## config.mk

```make
export PLATFORM = sky130hd
export DESIGN_NAME = cond_logic
export DESIGN_NICKNAME = d
export VERILOG_FILES = /design/src/rtl/cond_pkg.sv /design/src/rtl/cond_check.sv /design/src/rtl/cond_logic.sv
export SDC_FILE = /design/constraint.sdc
export NUM_CORES = 1
export LEC_CHECK = 0
export ABC_AREA = 1
export BUFFER_PORTS_ARGS = -buffer_cell sky130_fd_sc_hd__buf_4
export CAP_MARGIN = 30
export CORE_AREA = 2 2 39 41
export CTS_CLUSTER_DIAMETER = 100
export DETAILED_ROUTE_END_ITERATION = 8
export DIE_AREA = 0 0 41 43
export PLACE_DENSITY_LB_ADDON = 0.3
export RECOVER_POWER = 100
export SLEW_MARGIN = 20
export SYNTH_ARGS = -nofsm -noshare
export SYNTH_HDL_FRONTEND = slang
export SYNTH_SLANG_ARGS = --single-unit
```

## constraint.sdc

```tcl
create_clock -name clk -period 2.9 [get_ports clk]
set_input_delay 0.435 -clock clk [delete_from_list [all_inputs] [get_ports clk]]
set_output_delay 0.435 -clock clk [all_outputs]
set_load 0.005 [all_outputs]
```

## src/rtl/cond_pkg.sv

```systemverilog
// Shared constants for the conditional-execution stage: ARM condition codes,
// NZCV bit positions and the FlagW field layout.
package cond_pkg;

    // ARM condition field encodings (Instr[31:28])
    localparam logic [3:0] COND_EQ = 4'b0000;
    localparam logic [3:0] COND_NE = 4'b0001;
    localparam logic [3:0] COND_CS = 4'b0010;
    localparam logic [3:0] COND_CC = 4'b0011;
    localparam logic [3:0] COND_MI = 4'b0100;
    localparam logic [3:0] COND_PL = 4'b0101;
    localparam logic [3:0] COND_VS = 4'b0110;
    localparam logic [3:0] COND_VC = 4'b0111;
    localparam logic [3:0] COND_HI = 4'b1000;
    localparam logic [3:0] COND_LS = 4'b1001;
    localparam logic [3:0] COND_GE = 4'b1010;
    localparam logic [3:0] COND_LT = 4'b1011;
    localparam logic [3:0] COND_GT = 4'b1100;
    localparam logic [3:0] COND_LE = 4'b1101;
    localparam logic [3:0] COND_AL = 4'b1110;
    localparam logic [3:0] COND_NV = 4'b1111;

    // Bit positions inside the NZCV nibble
    localparam int FLAG_N = 3;
    localparam int FLAG_Z = 2;
    localparam int FLAG_C = 1;
    localparam int FLAG_V = 0;

    // FlagW bit positions: bit FW_x enables the flag pair at bits [2*FW_x+1 : 2*FW_x]
    localparam int FW_NZ = 1;
    localparam int FW_CV = 0;

endpackage

```

## src/rtl/cond_check.sv

```systemverilog
// Purely combinational condition evaluator: ARM condition field vs. NZCV.
// The reserved code 1111 never executes and is flagged as undefined.
module cond_check
    import cond_pkg::*;
(
    input  logic [3:0] cond,
    input  logic [3:0] flags,
    output logic       cond_ex,
    output logic       cond_undef
);

    logic n_flag;
    logic z_flag;
    logic c_flag;
    logic v_flag;

    assign n_flag = flags[FLAG_N];
    assign z_flag = flags[FLAG_Z];
    assign c_flag = flags[FLAG_C];
    assign v_flag = flags[FLAG_V];

    // Decode every condition code explicitly so no input pattern yields X
    always_comb begin
        cond_ex    = 1'b0;
        cond_undef = 1'b0;
        case (cond)
            COND_EQ: cond_ex = z_flag;
            COND_NE: cond_ex = ~z_flag;
            COND_CS: cond_ex = c_flag;
            COND_CC: cond_ex = ~c_flag;
            COND_MI: cond_ex = n_flag;
            COND_PL: cond_ex = ~n_flag;
            COND_VS: cond_ex = v_flag;
            COND_VC: cond_ex = ~v_flag;
            COND_HI: cond_ex = c_flag & ~z_flag;
            COND_LS: cond_ex = ~c_flag | z_flag;
            COND_GE: cond_ex = (n_flag == v_flag);
            COND_LT: cond_ex = (n_flag != v_flag);
            COND_GT: cond_ex = ~z_flag & (n_flag == v_flag);
            COND_LE: cond_ex = z_flag | (n_flag != v_flag);
            COND_AL: cond_ex = 1'b1;
            COND_NV: cond_undef = 1'b1;
            default: begin
                cond_ex    = 1'b0;
                cond_undef = 1'b0;
            end
        endcase
    end

endmodule

```

## src/rtl/cond_logic.sv

```systemverilog
// Conditional-execution stage after the ALU: holds the NZCV register, tests
// the instruction's condition against it and gates the decoder write strobes.
module cond_logic
    import cond_pkg::*;
#(
    parameter logic [3:0] FLAG_RESET = 4'b0000,
    parameter bit         NOWRITE_EN = 1'b1
) (
    input  logic       clk,
    input  logic       reset,
    input  logic [3:0] Cond,
    input  logic [3:0] ALUFlags,
    input  logic [1:0] FlagW,
    input  logic       PCS,
    input  logic       RegW,
    input  logic       MemW,
    input  logic       NoWrite,
    input  logic       Stall,
    output logic       PCSrc,
    output logic       RegWrite,
    output logic       MemWrite,
    output logic       CondEx,
    output logic       CondUndef,
    output logic [3:0] Flags
);

    logic [3:0] flags_reg;
    logic [3:0] flags_next;
    logic       cond_ex;
    logic       cond_undef;
    logic       nowrite_block;

    // Condition is tested against the stored flags, never the incoming ALU flags,
    // so an instruction sees the result of earlier instructions only.
    cond_check u_cond_check (
        .cond       (Cond),
        .flags      (flags_reg),
        .cond_ex    (cond_ex),
        .cond_undef (cond_undef)
    );

    // Each FlagW bit owns one flag pair: FW_CV -> bits [1:0], FW_NZ -> bits [3:2].
    // A pair loads only when enabled and the instruction actually executes.
    genvar gi;
    generate
        for (gi = 0; gi < 2; gi++) begin : g_flag_half
            assign flags_next[2*gi +: 2] = (FlagW[gi] & cond_ex) ? ALUFlags[2*gi +: 2]
                                                                  : flags_reg[2*gi +: 2];
        end
    endgenerate

    // NZCV register: reset wins over stall, stall freezes all four bits
    always_ff @(posedge clk) begin
        if (!reset) begin
            flags_reg <= FLAG_RESET;
        end else if (!Stall) begin
            flags_reg <= flags_next;
        end
    end

    // Compare-class instructions produce flags only, never a register result
    assign nowrite_block = NoWrite & NOWRITE_EN;

    // Strobes are killed during reset; stall does not touch them (upstream owns that)
    assign PCSrc     = reset & PCS  & cond_ex;
    assign MemWrite  = reset & MemW & cond_ex;
    assign RegWrite  = reset & RegW & cond_ex & ~nowrite_block;
    assign CondEx    = cond_ex;
    assign CondUndef = cond_undef;
    assign Flags     = flags_reg;

endmodule

```

After elaboration in Yosys (flattened, before gate mapping) --
Index checks and enable logic that the tools add are counted.
Storage, ports and cells: flip-flop bits (word level) 4, bits of input ports 17, output and inout port bits 9, word-level logic and storage cells 43
Operators by class: equal/unequal tests 17, multiplexer cells 2, bitwise gates (word level) 19, reduce and logical (&&, ||, !) cells 3
Operators with widths (number):
- $eq A4 B4 Y1 const B | 8
- $eq A4 B3 Y1 const B | 4
- $pmux W1 S15 | 1
- $and A1 B1 Y1 | 11
- $eq A4 B2 Y1 const B | 2
- $not A1 Y1 | 6
- $eq A4 B1 Y1 const B | 1
- $logic_not A4 Y1 | 1
- $reduce_and A2 Y1 | 2
- $or A1 B1 Y1 | 2
- $eq A1 B1 Y1 | 1
- $mux W1 | 1
- $ne A1 B1 Y1 | 1

Depth between registers and ports, before layout --
Gate-level depths: netlist of the first run.
depth in word-level cells 5, gate-level depth with buffers 12, mapped depth without buffers 12

By module --
A second synthesis of the first run with hierarchy kept.
Second synthesis, totals: cell total of the unflattened synthesis 86, area total of the unflattened synthesis 415.4 um^2
Modules (own cells, without submodules):
- cond_check | instances 1, cells each 53, area an instance 215.2 um^2
- cond_logic | instances 1, cells each 33, area an instance 200.2 um^2

Worst setup path after synthesis of the first run --
OpenSTA, ideal clock, no wires.
kind input-to-output, start point input Cond[0], end point output RegWrite, arrival time 1.277 ns, data required time 2.465 ns, slack 1.188 ns, cell stages on the path 9, buffers on the path 2, path through buf_2 > nor2_1 > nand2_1 > nand3_1 > nand2_1 > nand3_2 > buf_6 > nand3_1 > nor2_1
Between the ends: word-level cells in the longest chain between the ends 4
Ends and longest elaborated chain:
- start, declared | line cond_logic.sv:11 | input logic [3:0] Cond,
- $eq A4 B4 Y1, or another cell as far along | line cond_check.sv:26 | case (cond)
- $pmux W1 S15 (*) | line cond_check.sv:26
- via CondEx | line cond_logic.sv:22 | output logic CondEx,
- $and A1 B1 Y1 (*) (2 in a row) | line cond_logic.sv:67 | assign RegWrite = reset & RegW & cond_ex & ~nowrite_block;
- end, declared | line cond_logic.sv:20 | output logic RegWrite,
The timed path passes the listed nets; every way through them passes the cells marked *.

Worst setup path in the final report of the first run --
start point register flags_reg[0] (netlist: Flags[0]), end point output PCSrc
Between the ends: word-level cells in the longest chain between the ends 4
Ends and longest elaborated chain:
- start, declared | line cond_logic.sv:27 | logic [3:0] flags_reg;
- start signal, assigned | line cond_logic.sv:57 | flags_reg <= flags_next;
- $ne A1 B1 Y1 or $eq A1 B1 Y1 (tied branches)
- $or A1 B1 Y1 or $and A1 B1 Y1 (tied branches) | line cond_check.sv:40, cond_check.sv:39
- $pmux W1 S15 (*) | line cond_check.sv:26
- $and A1 B1 Y1 (*) | line cond_logic.sv:65 | assign PCSrc = reset & PCS & cond_ex;
- end, declared | line cond_logic.sv:19 | output logic PCSrc,
Every way passes the cells marked *; elsewhere a longest branch is shown, timed or not.

==> metrics.txt, run 1 <==
max FFs per register 4; GRT Util Overall 14.9%; Met2 Routed Length 484 um; #FFs+latches synth 4; area growth from synthesis to layout 45.2%; Detail Route Antenna Nets 0; slowest CP cell dfxtp_1; delay-heaviest family, CP simple AND/OR/NAND/NOR gates; initial antenna violation count 0; placed cell area 646 um^2; pwr/cell area 336 nW/um^2; routed wl met3 79 um; synthesized area per cell 5.05 um^2; Synth Cell Area 454 um^2; slew margin rel. 75.2%; Placeable Area 1380 um^2; Clock Tree Root clkbuf_4; # rows 14; final worst path period need 2.22 ns; Setup Viol. Count Final 0; starting utilization of the core area 32.8%; DRT iter0 DRCs 9; IO Count 26; Die Span Y 43 um; Arrival @ worst endpoint 1.78 ns; leakage power 0.393 nW; Clock Latency Late Sink 0.23 ns; FF+latch area 80.1 um^2; GRT overflow 0; share of the synthesized area in the top cell type 22.3%; Max Cap Violations 0; H-tree depth 1; Fin. Hold Viols 0; vias per std cell 4.47; via count 590; Critical Path, Cell by Cell inv_1, nand2_1, nand2_1, nand2_1, nand3_1, nor2_1, nand3_1, nand2_1, inv_1, nand2_1, inv_1, clkbuf_4; Area contributors post-synth nand2_1 (22%), dfxtp_1 (18%), nand3_1 (18%), inv_1 (14%), nor2_1 (12%); largest net degree at the start of global routing 12; synth warn 0; Multi-input gate area 285 um^2; clk sink count 4; Synth Instances 90; Peak Freq 451 MHz; post-synth top area cell nand2_1; Critical Path Start Type flop; crit-path max FO 11; Num CTS Buffers 3; Layout Cell Area excl Fill 659 um^2; share of layout cells above drive strength 1 25.9%; Syn Nets 107; Post-Route M1 WL 454 um; vias in the first global route 487; delay of the slowest critical-path stage 0.40 ns; die area 1760 um^2; Critical Path RT 2.47 ns; Slew @ Worst Pin 0.371 ns; Remaining DRCs 0; Routed WL 1.02 mm; crit-path most repeated cell nand2_1; RSZ-0062 raised after global routing no; DR pass1 iterations 4; Ant. Diodes 0; CTS tree yes; synth unique cells 13; final slew viol count 0; Clock Path Buffers 2; number of fill cells 144; utilization after layout 47.6%; Reg clk slew, reported paths 0.04 ns; Setup CP Type flop to primary output; first-pass GRT wire length 1.83 mm; # nets final 135; Resized cells post-CTS 0; status finished clean; Worst Skew 0.00243 ns; port buffer count 25; post-detail-place hpwl 852 um; highest routed layer met3; part of the Yosys area used for sequential elements 17.6%; die width 41 um; hold_buf cts 0; Hold Path Class primary input to flop; Worst setup EP type primary output; Post-CTS Setup Inserts 0; TNS Setup 0 ns; placed insts 129; peak supply drop 0.180 mV; final worst path period share 76.4%; Worst Path Buf+Inv 4; Tot Pwr 0.000222 W; non-filler cells, final 132; global placer's final weighted congestion 0.731; DR WL/cell 7.71 um
==> worst min-delay path, stage by stage <==
cell and delay, ns:
buf_4 0.11, nand2_1 0.05, nor2_1 0.07
==> cells in the final DEF, fill, tap and decap left out <==
cell type / instances
nor2_1: 15
inv_2: 1
nand3_1: 17
a21oi_1: 4
clkbuf_4: 11
inv_1: 17
dfxtp_1: 4
a21oi_2: 1
clkbuf_1: 1
nand2_2: 1
buf_4: 16
nand3b_1: 1
nand2_1: 27
==> cell usage after synthesis <==
cell type  instances
nor2_1            15
nand2_2            1
inv_2              1
nand3_1           16
nand2_1           27
a21oi_2            1
inv_1             17
buf_6              1
dfxtp_1            4
buf_2              1
a21oi_1            4
nand3b_1           1
nand3_2            1
==> path summary, 6_finish.rpt <==
kind | from | end | slack, ns | cells after the start
setup reg to reg | Flags[0]$_SDFFE_PN0P_ | Flags[3]$_SDFFE_PN0P_ | 1.35 | 9
setup / recovery | Flags[0]$_SDFFE_PN0P_ | PCSrc | 0.68 | 12
hold / removal | reset | Flags[2]$_SDFFE_PN0P_ | 0.47 | 3
hold reg to reg | Flags[1]$_SDFFE_PN0P_ | Flags[1]$_SDFFE_PN0P_ | 0.53 | 2
==> routing by layer <==
| layer | up-vias | GRT usage [%] |
|---|---|---|
| li1 | 328 | - |
| met1 | 243 | 19.3 |
| met2 | 19 | 22.8 |
| met3 | 0 | 1.57 |
| met4 | 0 | 8.00 |
| met5 | - | 0 |
==> stage by stage <==
step | setup WS [ns] | hold WS, ns
after floorplan | 1.19 | 0.518
after global placement | 0.947 | 0.534
after detailed placement | 0.944 | 0.534
after CTS | 0.769 | 0.464
after global routing | 0.430 | 0.474
final | 0.684 | 0.469
==> power by group <==
group	switching, W	internal, W	leakage (nW)
clock network	0.0000209	0.0000462	0.0138
registers	0.00000597	0.0000600	0.0327
logic	0.0000453	0.0000432	0.347
==> area by class of cell <==
| type | count | share of cell area [%] |
|---|---|---|
| Clock buffer | 3 | 3.42 |
| Inverter | 18 | 10.2 |
| Multi-Input combinational cell | 66 | 43.3 |
| Sequential cell | 4 | 12.1 |
| Tap cell | 16 | 3.04 |
| Timing Repair Buffer | 25 | 27.9 |
==> cells by family after synthesis <==
group	Yosys count	share of synthesized area [%]
AND/OR/NAND/NOR	61	57.6
buffers and inverters	20	18.5
AO/OA/AOI/OAI	5	6.34
flip-flops	4	17.6
(Power assumes the default switching activity.)
==> inputs of run 2 (changes only) <==
--- a/config.mk
+++ b/config.mk
@@ -5,7 +5,7 @@
 export SDC_FILE = /design/constraint.sdc
 export NUM_CORES = 1
 export LEC_CHECK = 0
-export ABC_AREA = 1
+export ABC_AREA = 0
 export BUFFER_PORTS_ARGS = -buffer_cell sky130_fd_sc_hd__buf_4
 export CAP_MARGIN = 30
 export CORE_AREA = 2 2 39 41
==> constraint.sdc (replaced) <==
create_clock -name clk -period 2.2 [get_ports clk]
set_input_delay 0.33 -clock clk [delete_from_list [all_inputs] [get_ports clk]]
set_output_delay 0.33 -clock clk [all_outputs]
set_load 0.005 [all_outputs]
==> run 2 against run 1 <==
  * Die area stayed put
  * Combinational power increased by 8.9%
  * Clock power grew 34%
  * Routed wire length is 15% higher
  * Area after synthesis down 6.9%
  * Power increased by 20%
  * Sequential share of layout area rose by 1.1 points
  * Critical path depth shrank 6
  * Sequential power increased by 20%
  * Design area is 2.1% higher
  * Sequential cell count unchanged
  * Count of clock-buffer cells in the layout is the same
  * Critical path type unchanged
==> metrics.txt, run 2 <==
status finished clean (unchanged); Hold Path Class primary input to flop (unchanged); final worst path period share 96.4%; final slew viol count 0 (unchanged); Tot Pwr 0.000265 W (was 0.000222 W); die area 1760 um^2 (unchanged); reg2reg start Flags[0]$_SDFFE_PN0P_ (unchanged); Clock Tree Root clkbuf_4 (unchanged); share of layout cells above drive strength 1 50.6% (was 25.9%); post-route setup slack 0.0787 ns (was 0.684 ns); via count 498 (was 590); top_reg_cell synth dfxtp_1 (unchanged); Critical Path RT 1.87 ns (was 2.47 ns); crit path from Flags[0]$_SDFFE_PN0P_ (unchanged); pre-CTS WS 0.247 ns (was 0.944 ns); Num CTS Buffers 3 (unchanged); starting utilization of the core area 30.6% (was 32.8%); placed insts 92 (was 129); post-synth top area cell dfxtp_1 (was nand2_1); global placer's final weighted congestion 0.686 (was 0.731); Reg clk slew, reported paths 0.04 ns (about the same); GRT overflow 0 (unchanged); IO Count 26 (unchanged); Worst Skew 0.0000788 ns (was 0.00243 ns); area growth from synthesis to layout 59.2% (was 45.2%); Max Cap Violations 0 (unchanged); Synth Instances 53 (was 90); number of fill cells 135 (was 144); Critical Path Start Type flop (unchanged); vias in the first global route 455 (was 487); Routed WL 1.17 mm (was 1.02 mm); vias per std cell 5.13 (was 4.47); placed cell area 622 um^2 (was 646 um^2); CTS tree yes (unchanged); Detail Route Antenna Nets 0 (unchanged); crit-path max FO 8 (was 11); Slew @ Worst Pin 0.383 ns (was 0.371 ns); DR pass1 iterations 4 (unchanged); GRT Util Overall 15.4% (was 14.9%); Die Span Y 43 um (unchanged); non-filler cells, final 97 (was 132); port buffer count 25 (unchanged); part of the Yosys area used for sequential elements 18.9% (was 17.6%); Area contributors post-synth dfxtp_1 (19%), mux2i_1 (12%), nand2_1 (9.8%), mux2i_4 (5.3%), and3b_2 (4.7%) (was nand2_1 (22%), dfxtp_1 (18%), nand3_1 (18%), inv_1 (14%), nor2_1 (12%)); first-pass GRT wire length 1.83 mm (unchanged); TNS Setup 0 ns (unchanged); peak supply drop 0.240 mV (was 0.180 mV); post-detail-place hpwl 899 um (was 852 um); H-tree depth 1 (unchanged); share of the synthesized area in the top cell type 18.9% (was 22.3%); max FFs per register 4 (unchanged); initial antenna violation count 0 (unchanged); synthesized area per cell 7.98 um^2 (was 5.05 um^2); largest net degree at the start of global routing 12 (unchanged); Arrival @ worst endpoint 1.79 ns (was 1.78 ns); Synth Cell Area 423 um^2 (was 454 um^2); DR WL/cell 12.1 um (was 7.71 um); Fin. Hold Viols 0 (unchanged); #FFs+latches synth 4 (unchanged); synth warn 0 (unchanged); # nets final 100 (was 135); Clock Path Buffers 2 (unchanged); worst hold start ALUFlags[0] (was reset); top cells by instance count after synthesis nand2_1 (11), mux2i_1 (5), dfxtp_1 (4), nand2b_1 (3) (was nand2_1 (27), inv_1 (17), nand3_1 (16), nor2_1 (15)); Setup CP Type flop to primary output (unchanged); Peak Freq 471 MHz; DRT iter0 DRCs 3 (was 9); number of synthesized flops with an enable pin 0 (unchanged); die width 41 um (unchanged); Layout Cell Area excl Fill 673 um^2 (was 659 um^2); Setup Viol. Count Final 0 (unchanged); clk sink count 4 (unchanged); async set-or-reset flop fraction in the synthesized netlist 0% (unchanged); commonest non-fill, non-tap cell in the layout buf_4 (was nand2_1); # rows 14 (unchanged); synth unique cells 26 (was 13); pwr/cell area 394 nW/um^2 (was 336 nW/um^2); leakage power 0.304 nW (was 0.393 nW); Placeable Area 1380 um^2 (unchanged); final worst path period need 2.12 ns; most numerous cell in the Yosys netlist nand2_1 (unchanged); most frequent cells in the layout buf_4 (27), nand2_1 (11), mux2i_1 (5) (was nand2_1 (27), inv_1 (17), nand3_1 (17)); Syn Nets 70 (was 107); hold_buf cts 0 (unchanged); Remaining DRCs 0 (unchanged); Worst setup EP type primary output (unchanged); Ant. Diodes 0 (unchanged); slew margin rel. 74.4% (was 75.2%); Clock Latency Late Sink 0.23 ns (about the same)
## run 2: timing repair
action / 4_1_cts / 5_1_grt
buffers inserted: 0 / 2
setup endpoints to repair: 0 / 3
resized for setup: 0 / 6
endpoints found under the hold margin: 0 / 0
## run 2: routing by layer
layer | GRT usage [%] | vias up | part of all wire [%]
met5 | 0 | - | 0
met4 | 8.00 | 0 | 0
met3 | 4.71 | 0 | 5.3
met2 | 25.0 | 13 | 54
met1 | 16.7 | 234 | 41
li1 | - | 251 | -
## run 2: power breakdown
part / internal, W / total (W) / switching [W]
combinational: 0.0000561 / 0.0000965 / 0.0000403
clock: 0.0000610 / 0.0000899 / 0.0000290
sequential: 0.0000750 / 0.0000791 / 0.00000407
total: 0.000192 / 0.000265 / 0.0000734
## run 2: critical path: stages, from the launching register on
cell,delay [ns]
dfxtp_4,0.36
or2b_1,0.23
a32o_2,0.29
mux2i_4,0.20
nand3_2,0.13
and3_4,0.22
buf_4,0.13
## run 2: logic make-up (layout without fill, tap and decap cells)
logic type                after synthesis  in the layout  share of synthesized area [%]
and+or+nand+nor                        28             28                           39.4
AOI/OAI and AO/OA                      10             10                           17.5
muxes                                   6              6                           17.2
DFF                                     4              4                           18.9
buffers and inverters                   3             31                           2.96
xor gates and xnor gates                2              2                           4.14
## run 2: cell type report
cell class | count | area [um^2] | area share [%]
clock buffer | 3 | 22.5 | 3.35
inverter | 1 | 3.75 | 0.558
multi-input combinational | 46 | 335 | 49.8
tap | 16 | 20.0 | 2.97
sequential | 4 | 88.8 | 13.2
timing repair buffer | 27 | 203 | 30.1
## run 2: path summary, 6_finish.rpt
| check | endpoint | slack, ns | cells after the start |
|---|---|---|---|
| worst max register to register | Flags[2]$_SDFFE_PN0P_ | 0.48 | 5 |
| worst min register to register | Flags[3]$_SDFFE_PN0P_ | 0.49 | 2 |
| worst min-delay path | Flags[0]$_SDFFE_PN0P_ | 0.34 | 3 |
| worst max-delay path | PCSrc | 0.08 | 6 |
## run 2: per-stage QoR
stage                     hold WS [ns]  utilization [%]
after floorplan                  0.472                -
after global placement           0.501             44.9
after detailed placement         0.509             44.9
after CTS                        0.346             46.6
after global routing             0.341             48.6
final                            0.342             48.6
==> inputs of run 3 (changes only) <==
==> constraint.sdc (replaced) <==
create_clock -name clk -period 2 [get_ports clk]
set_input_delay 0.4 -clock clk [delete_from_list [all_inputs] [get_ports clk]]
set_output_delay 0.4 -clock clk [all_outputs]
set_load 0.005 [all_outputs]
==> run 3 against run 2 <==
  * The run now ends with setup timing left
  * Cell count grew 5.2%
  * Sequential share of layout area down 1.5 points
  * Routed wire length rose by 2.0%
  * Sequential power grew 9.9%
  * Combinational power increased by 19%
  * Setup slack got worse by 0.25 ns
  * Register-to-register slack lost 0.32 ns
  * Worst hold slack gained 0.083 ns
  * Non-clock buffer count grew 5
  * Sequential cell count unchanged
  * Via count decreased by 0.20%
  * Clock power rose by 11%
==> metrics.txt, run 3 (synthesis gave the netlist of run 2 again) <==
share of layout cells above drive strength 1 48.8% (was 50.6%); pre-CTS WS -0.0438 ns (was 0.247 ns); post-route setup slack -0.170 ns (was 0.0787 ns); DRT iter0 DRCs 3 (unchanged); initial antenna violation count 0 (unchanged); GRT overflow 0 (unchanged); CTS tree yes (unchanged); Clock Path Buffers 2 (unchanged); status complete, but fails checks (was finished clean); Remaining DRCs 0 (unchanged); global placer's final weighted congestion 0.721 (was 0.686); most frequent cells in the layout buf_4 (30), nand2_1 (11), mux2i_1 (5) (was buf_4 (27), nand2_1 (11), mux2i_1 (5)); Routed WL 1.20 mm (was 1.17 mm); Worst setup EP type primary output (unchanged); switch share 27.4% (was 27.6%); port buffer count 25 (unchanged); first-pass GRT wire length 1.76 mm (was 1.83 mm); GRT Util Overall 14.7% (was 15.4%); Clock Latency Late Sink 0.23 ns (about the same); Net Sw Power 0.0000827 W (was 0.0000734 W); DR pass1 iterations 3 (was 4); DR WL/cell 11.7 um (was 12.1 um); Comb power frac 38.2% (was 36.3%); clk sink count 4 (unchanged); post-detail-place hpwl 874 um (was 899 um); commonest non-fill, non-tap cell in the layout buf_4 (unchanged); Max Cap Violations 0 (unchanged); final slew viol count 0 (unchanged); final worst path period share 109%; Slew @ Worst Pin 0.346 ns (was 0.383 ns); placed cell area 667 um^2 (was 622 um^2); Setup CP Type flop to primary output (unchanged); Placeable Area 1380 um^2 (unchanged); Ant. Diodes 0 (unchanged); violated checks setup timing; final worst path period need 2.17 ns; Num CTS Buffers 3 (unchanged); vias per std cell 4.87 (was 5.13); area growth from synthesis to layout 64.2% (was 59.2%); largest net degree at the start of global routing 12 (unchanged); Worst Skew 0.00625 ns (was 0.0000788 ns); Seq pwr share 28.8% (was 29.8%); Clock Tree Root clkbuf_4 (unchanged); vias in the first global route 412 (was 455); die width 41 um (unchanged); Critical Path Start Type flop (unchanged); Detail Route Antenna Nets 0 (unchanged); Setup Viol. Count Final 4 (was 0); H-tree depth 1 (unchanged); Power Internal 0.000219 W (was 0.000192 W); slew margin rel. 76.9% (was 74.4%); IO Count 26 (unchanged); Reg clk slew, reported paths 0.04 ns (about the same); number of fill cells 145 (was 135); Hold Path Class primary input to flop (unchanged); Layout Cell Area excl Fill 694 um^2 (was 673 um^2); crit-path max FO 5 (was 8); Fin. Hold Viols 0 (unchanged); max FFs per register 4 (unchanged); starting utilization of the core area 30.6% (unchanged); # rows 14 (unchanged); hold path cells 3 (unchanged); TNS Setup -0.595 ns (was 0 ns); reg2reg path depth 6 (was 5); peak supply drop 0.460 mV (was 0.240 mV); RSZ-0062 raised after global routing yes; # nets final 105 (was 100); Arrival @ worst endpoint 1.77 ns (was 1.79 ns); Clk pwr share 33.0% (was 33.9%); pwr/cell area 434 nW/um^2 (was 394 nW/um^2); Die Span Y 43 um (unchanged); leakage power 0.324 nW (was 0.304 nW); via count 497 (was 498); Peak Freq 461 MHz; die area 1760 um^2 (unchanged); Critical Path RT 1.60 ns (was 1.87 ns)
## run 3: changes by cell type in the layout (fill, tap and decap cells not counted)
cell      previous run  this run
and3_1               1         2
and3_4               1         0
buf_4               27        30
clkbuf_1             0         1
clkbuf_4             3         4
dfxtp_1              1         3
dfxtp_4              2         0
## run 3: stage by stage
stage / total power [W] / hold WS (ns) / std cells / util [%]
global placement: 0.000197 / 0.477 / 98 / 48.2
global route: 0.000319 / 0.448 / 102 / 50.2
detailed placement: 0.000199 / 0.487 / 98 / 48.2
finish: 0.000302 / 0.425 / 102 / 50.2
floorplan: 0.000141 / 0.483 / 53 / -
CTS: 0.000304 / 0.418 / 102 / 50.5
## run 3: critical path: stages (launching register included)
cell and delay, ns:
dfxtp_2 0.34, or2b_1 0.25, a32o_2 0.30, mux2i_4 0.18, nand3_2 0.13, and4b_1 0.21, buf_4 0.13
## run 3: layer usage
layer | routed length (um) | part of all wire, % | global-route usage (%)
met3 | 61 | 5.1 | 6.28
met1 | 563 | 47 | 20.6
met4 | 0 | 0 | 0
met5 | 0 | 0 | 0
met2 | 572 | 48 | 21.9
## run 3: layout make-up
class | instances | area (um^2) | area share (%)
multi-input combinational | 46 | 330 | 47.6
timing repair buffer | 32 | 236 | 34.1
sequential | 4 | 81.3 | 11.7
clock buffer | 3 | 22.5 | 3.24
tap | 16 | 20.0 | 2.88
inverter | 1 | 3.75 | 0.541
## run 3: path summary, 6_finish.rpt
kind,startpoint,endpoint,slack [ns]
setup / recovery,Flags[3]$_SDFFE_PN0P_,RegWrite,-0.17
hold / removal,ALUFlags[2],Flags[2]$_SDFFE_PN0P_,0.42
setup reg to reg,Flags[3]$_SDFFE_PN0P_,Flags[1]$_SDFFE_PN0P_,0.16
hold reg to reg,Flags[0]$_SDFFE_PN0P_,Flags[0]$_SDFFE_PN0P_,0.49
## run 3: repair_timing
action,4_1_cts,5_1_grt
hold buffers,0,0
endpoints found under the setup margin,4,4
pin swaps,2,1
buffers inserted,1,0
resized for setup,1,0
## run 3: power groups by stage
stage / sequential [W] / combinational [W] / clock, W
finish: 0.0000869 / 0.000115 / 0.0000997
global route: 0.0000873 / 0.000125 / 0.000107
CTS: 0.0000870 / 0.000115 / 0.000101
detailed placement: 0.0000879 / 0.000111 / 0
global placement: 0.0000879 / 0.000109 / 0
floorplan: 0.0000892 / 0.0000520 / 0
